==> src/rtl/peak_bin_finder_pkg.sv <==
// Shared definitions for the spectrum peak search and its neighbours
// (magnitude buffer, VGA path).
package peak_bin_finder_pkg;

   localparam int unsigned DEF_DATA_W = 64;
   localparam int unsigned DEF_ADDR_W = 10;
   localparam int unsigned DEF_RD_LAT = 2;

   typedef enum logic [1:0] {
      StIdle,
      StSweep,
      StDrain,
      StDone
   } state_e;

endpackage

==> src/rtl/peak_bin_finder_rd_align.sv <==
// Delays the issued {read strobe, address} by the buffer read latency so each
// returning data word can be tagged with the bin it came from.
module peak_rd_align #(
   parameter int unsigned ADDR_W = 10,
   parameter int unsigned RD_LAT = 2
) (
   input  logic              clk,
   input  logic              rst_n,
   input  logic              en,
   input  logic [ADDR_W-1:0] addr,
   output logic              dly_en,
   output logic [ADDR_W-1:0] dly_addr
);

   if (RD_LAT == 0) begin : g_lat_check
      $error("peak_rd_align: RD_LAT must be at least 1");
   end

   logic [RD_LAT-1:0][ADDR_W:0] pipe_q;

   always_ff @(posedge clk or negedge rst_n) begin
      if (!rst_n) begin
         pipe_q <= '0;
      end else begin
         pipe_q[0] <= {en, addr};
         for (int i = 1; i < RD_LAT; i++) begin
            pipe_q[i] <= pipe_q[i-1];
         end
      end
   end

   assign dly_en   = pipe_q[RD_LAT-1][ADDR_W];
   assign dly_addr = pipe_q[RD_LAT-1][ADDR_W-1:0];

endmodule

==> src/rtl/peak_bin_finder.sv <==
// Sweeps a bin window of the magnitude buffer and reports the peak value, its
// bin and whether it clears a threshold.
module peak_bin_finder
   import peak_bin_finder_pkg::*;
#(
   parameter int unsigned DATA_W = DEF_DATA_W,
   parameter int unsigned ADDR_W = DEF_ADDR_W,
   parameter int unsigned RD_LAT = DEF_RD_LAT
) (
   input  logic              clk,
   input  logic              rst_n,
   input  logic              start_i,
   input  logic [ADDR_W-1:0] bin_lo_i,
   input  logic [ADDR_W-1:0] bin_hi_i,
   input  logic [DATA_W-1:0] threshold_i,
   output logic [ADDR_W-1:0] rd_addr_o,
   output logic              rd_en_o,
   input  logic [DATA_W-1:0] rd_data_i,
   output logic              busy_o,
   output logic              done_o,
   output logic [DATA_W-1:0] peak_value_o,
   output logic [ADDR_W-1:0] peak_index_o,
   output logic              peak_found_o
);

   localparam int unsigned CNT_W = (RD_LAT > 1) ? $clog2(RD_LAT) : 1;

   state_e            state_q;
   logic [ADDR_W-1:0] hi_q;
   logic [DATA_W-1:0] thr_q;
   logic [CNT_W-1:0]  drain_cnt_q;
   logic [DATA_W-1:0] max_q;
   logic [ADDR_W-1:0] idx_q;
   logic              have_q;

   logic              dly_en;
   logic [ADDR_W-1:0] dly_addr;
   logic              take;
   logic [DATA_W-1:0] max_d;
   logic [ADDR_W-1:0] idx_d;

   peak_rd_align #(
      .ADDR_W (ADDR_W),
      .RD_LAT (RD_LAT)
   ) u_align (
      .clk      (clk),
      .rst_n    (rst_n),
      .en       (rd_en_o),
      .addr     (rd_addr_o),
      .dly_en   (dly_en),
      .dly_addr (dly_addr)
   );

   // Strictly greater replaces, so ties keep the lowest bin.
   always_comb begin
      take  = dly_en && (!have_q || (rd_data_i > max_q));
      max_d = take ? rd_data_i : max_q;
      idx_d = take ? dly_addr : idx_q;
   end

   always_ff @(posedge clk or negedge rst_n) begin
      if (!rst_n) begin
         state_q      <= StIdle;
         hi_q         <= '0;
         thr_q        <= '0;
         drain_cnt_q  <= '0;
         max_q        <= '0;
         idx_q        <= '0;
         have_q       <= 1'b0;
         rd_addr_o    <= '0;
         rd_en_o      <= 1'b0;
         busy_o       <= 1'b0;
         done_o       <= 1'b0;
         peak_value_o <= '0;
         peak_index_o <= '0;
         peak_found_o <= 1'b0;
      end else begin
         done_o <= 1'b0;
         if (dly_en) begin
            max_q  <= max_d;
            idx_q  <= idx_d;
            have_q <= 1'b1;
         end
         unique case (state_q)
            StIdle: begin
               if (start_i) begin
                  hi_q        <= bin_hi_i;
                  thr_q       <= threshold_i;
                  busy_o      <= 1'b1;
                  drain_cnt_q <= '0;
                  max_q       <= '0;
                  idx_q       <= '0;
                  have_q      <= 1'b0;
                  if (bin_lo_i <= bin_hi_i) begin
                     rd_addr_o <= bin_lo_i;
                     rd_en_o   <= 1'b1;
                     state_q   <= StSweep;
                  end else begin
                     done_o       <= 1'b1;
                     peak_value_o <= '0;
                     peak_index_o <= bin_lo_i;
                     peak_found_o <= 1'b0;
                     state_q      <= StDone;
                  end
               end
            end
            StSweep: begin
               // Stop on equality so a window ending at the top bin never wraps.
               if (rd_addr_o == hi_q) begin
                  rd_en_o <= 1'b0;
                  state_q <= StDrain;
               end else begin
                  rd_addr_o <= rd_addr_o + ADDR_W'(1);
               end
            end
            StDrain: begin
               if (drain_cnt_q == CNT_W'(RD_LAT - 1)) begin
                  done_o       <= 1'b1;
                  peak_value_o <= max_d;
                  peak_index_o <= idx_d;
                  peak_found_o <= (max_d > thr_q);
                  state_q      <= StDone;
               end else begin
                  drain_cnt_q <= drain_cnt_q + CNT_W'(1);
               end
            end
            StDone: begin
               busy_o  <= 1'b0;
               state_q <= StIdle;
            end
            default: state_q <= StIdle;
         endcase
      end
   end

endmodule
==> config.mk <==
export PLATFORM = sky130hd
export DESIGN_NAME = peak_bin_finder
export DESIGN_NICKNAME = d
export VERILOG_FILES = /design/src/rtl/peak_bin_finder_pkg.sv /design/src/rtl/peak_bin_finder_rd_align.sv /design/src/rtl/peak_bin_finder.sv
export SDC_FILE = /design/constraint.sdc
export NUM_CORES = 1
export LEC_CHECK = 0
export ABC_AREA = 1
export CORE_MARGIN = 10
export CORE_UTILIZATION = 50
export CTS_BUF_LIST = sky130_fd_sc_hd__clkbuf_2
export CTS_CLUSTER_DIAMETER = 100
export DETAILED_ROUTE_END_ITERATION = 7
export PLACE_DENSITY = 0.79
export SLEW_MARGIN = 15
export SYNTH_ARGS = -nofsm -noshare
export SYNTH_HDL_FRONTEND = slang
export SYNTH_SLANG_ARGS = --single-unit
==> constraint.sdc <==
create_clock -name clk -period 3.4 [get_ports clk]
set_input_delay 0.34 -clock clk [delete_from_list [all_inputs] [get_ports clk]]
set_output_delay 0.34 -clock clk [all_outputs]
set_load 0.1 [all_outputs]
==> impl_metrics.py <==
metrics = {
    "cells_and_area": {
        "stdcell_count": 2622,
        "final_area_sq_um": 20300,
        "fin_nets": 2480,
        "final_core_utilization": 0.708,
        "fillers": 2047,
        "drive_above_1_share": 0.239,
        "area_growth_pct": 39.8,
    },
    "synth": {
        "synth_area_leaders": "dfrtp_1 45%, ha_1 12%, nand2_1 12%, a21oi_1 4.8%, inv_1 4.7%",
        "yosysMostFrequentCell": "nand2_1",
        "synth_top_area_cell": "dfrtp_1",
        "ys_ff_latch": 262,
        "syn_area_sq_um": 14500,
        "synth_common_cells": "459 x nand2_1, 262 x dfrtp_1, 183 x inv_1, 143 x ha_1, 140 x a21oi_1",
        "synthesis.nets": 1999,
        "synth_area_per_cell_sq_um": 8.50,
        "async_flop_share": 1.00,
        "synth_cell_types": 40,
        "netlist.area_leader.share": 0.452,
        "syn_inst": 1705,
        "synth_edf_count": 0,
        "synth_ff_type": "dfrtp_1",
        "synth.yosys.seq_area_share": 0.452,
        "ys_warn_count": 0,
    },
    "global_routing": {
        "grt_start_max_net_pins": 112,
        "antenna_found_initial": 6,
        "overflow": 0,
        "track_usage": 0.239,
        "grt_pass1_vias": 14025,
        "grt_pass1_wl_um": 70600,
    },
    "sta": {
        "finalCriticalPeriod_ns": 3.90,
        "fmax_ghz": 0.257,
        "skew_ns": 0.102,
        "finalCritPeriodShare": 1.15,
        "max_slew_margin": 0.264,
        "grt_setup_unrepaired": "true",
        "drv_slew": 0,
        "final-hold-violation-count": 0,
        "final.setup.tns_ns": -0.497,
        "worstMarginPinSlew_ns": 1.10,
        "worst_slack_ns": -0.497,
        "setup_viol_count_final": 1,
    },
    "setup_path": {
        "max_stage_delay_ns": 0.38,
        "cp.arrival_ns": 4.57,
        "crit_type": "register to register",
        "startpoint_type": "register",
        "r2r_setup_slack_ns": -0.50,
        "crit_path_top_delay_cell": "dfrtp_1",
        "crit_top_cell": "nand2_2",
        "cp.required_ns": 4.07,
        "endpoint_kind": "register",
        "cp_max_fo": 7,
    },
    "clocking": {
        "cts_buffers": 71,
        "clkSinkCount": 262,
        "clock_path_buffers": 3,
        "clkTransAtPathRegs_ns": 0.11,
        "cts_tree": "built",
        "clock_tree.root_cell": "clkbuf_2",
        "worstSkewPairLatency_ns": 0.84,
        "h-tree-depth": 3,
    },
    "route": {
        "vias_per_cell": 5.27,
        "ant_nets": 0,
        "route.detailed.drc": 0,
        "drt_wl_total_um": 45100,
        "first_pass_iters": 7,
        "wl_per_cell_um": 17.2,
        "vias": 13812,
        "drt_first_iter_violations": 945,
    },
    "min_path": {
        "hold_class": "primary input to register",
    },
    "outcome": {
        "violations": "setup timing",
        "status": "complete, but fails checks",
    },
    "placement": {
        "numPortBuffers": 238,
        "place_inst": 2471,
        "placed_area_sq_um": 18700,
        "gp_congestion": 0.953,
        "hpwl_um": 31800,
    },
    "die": {
        "start_util": 0.506,
        "core_area_sq_um": 28600,
        "num_rows": 62,
        "fp.dieW_um": 190,
        "design.die.area_sq_um": 36200,
        "pin_count": 239,
        "fp.dieH_um": 190,
    },
    "run": {
        "cap_viol_max_count": 0,
    },
}
==> metal layers <==
metal	up-vias	routed length [um]	GRT usage
met5	-	27	0
met4	4	1350	0.0872
met3	116	3960	0.0671
met2	549	21900	0.402
met1	6585	17900	0.287
li1	6558	-	-
==> flip-flops by register name, indices dropped and copies added (netlist names), 2 cells and up <==
| register | cells |
|---|---|
| state_q | 2 |
| thr_q | 64 |
| max_q | 64 |
| peak_index_o | 10 |
| peak_value_o | 64 |
| u_align.pipe_q | 11 |
| rd_addr_o | 10 |
| idx_q | 10 |
| u_align.dly_addr | 10 |
| hi_q | 10 |
==> logic make-up (layout without fill, tap and decap cells) <==
family,count (synthesis),after routing,share of synthesized area
flops,262,262,0.452
other cells,0,5,0
fa+ha+maj,143,143,0.123
compound gates,284,284,0.104
buf+inv,254,782,0.0760
simple gates,751,751,0.238
xor+xnor,11,11,0.00665
==> final cells by class <==
class / count / area (sq um) / area share
repair buffers: 477 / 4430 / 0.219
flip-flops and latches: 262 / 6560 / 0.324
inverters: 185 / 699 / 0.0345
well taps: 384 / 480 / 0.0237
clock buffers: 100 / 500 / 0.0247
clock inverters: 20 / 156 / 0.00772
multi-input cells: 1189 / 7420 / 0.366
diodes: 5 / 12.5 / 0.000617
==> worst max-delay path, delay by kind of cell, from the launching register on <==
kind          cells  cell delay, ns
fa+ha+maj         2            0.57
buf+inv           5            0.56
flops             1            0.38
simple gates     21            2.22
==> placed cells by master (no fill, tap or decap), types with 4 or more instances in the layout <==
cell	Yosys	layout
nand2_1	459	434
ha_4	0	20
nor2_2	3	6
buf_12	5	16
nand4_1	13	13
nor2_1	52	46
clkbuf_2	0	100
a21oi_1	140	134
nand3_1	107	98
diode_2	0	5
clkdlybuf4s50_1	0	237
o211ai_1	9	9
ha_1	143	123
inv_2	1	7
nand3_2	0	8
nor4_4	0	4
a21o_1	4	4
nand2_4	30	40
inv_1	183	178
o22ai_1	4	4
a21oi_2	0	6
clkinv_1	1	14
xor2_1	8	8
o21a_1	5	5
dfrtp_1	262	261
buf_4	5	219
nand2_2	72	84
o21ai_0	110	107
==> path summary, 6_finish.rpt <==
path	from	endpoint	depth (start not counted)
worst max register to register	max_q[30]	peak_found_o	28
min in group asynchronous	rst_n	peak_value_o[21]	3
worst min register to register	u_align.pipe_q[9]	u_align.dly_addr[9]	0
max in group asynchronous	rst_n	peak_value_o[10]	4
worst max-delay path	max_q[30]	peak_found_o	28
worst min-delay path	threshold_i[7]	thr_q[7]	3
==> stage by stage <==
step	worst slack (ns)	hold WS (ns)
after floorplan	0.162	0.0444
after global placement	-1.20	0.260
after detailed placement	-1.33	0.263
after CTS	-0.621	0.00333
after global routing	-0.732	0.0167
final	-0.497	0.0742
==> timing repair <==
| action | in CTS | in global routing |
|---|---|---|
| setup endpoints to repair | 12 | 1 |
| pin swaps | 13 | 38 |
| setup buffers | 8 | 14 |
| cloned | 1 | 0 |
| hold buffers | 3 | 0 |
| hold endpoints to repair | 262 | 0 |
| gates resized for setup | 37 | 74 |
Power is left out: the tool's default activity adds up to more than one toggle a clock period on the data nets, which glitch-free logic cannot reach.
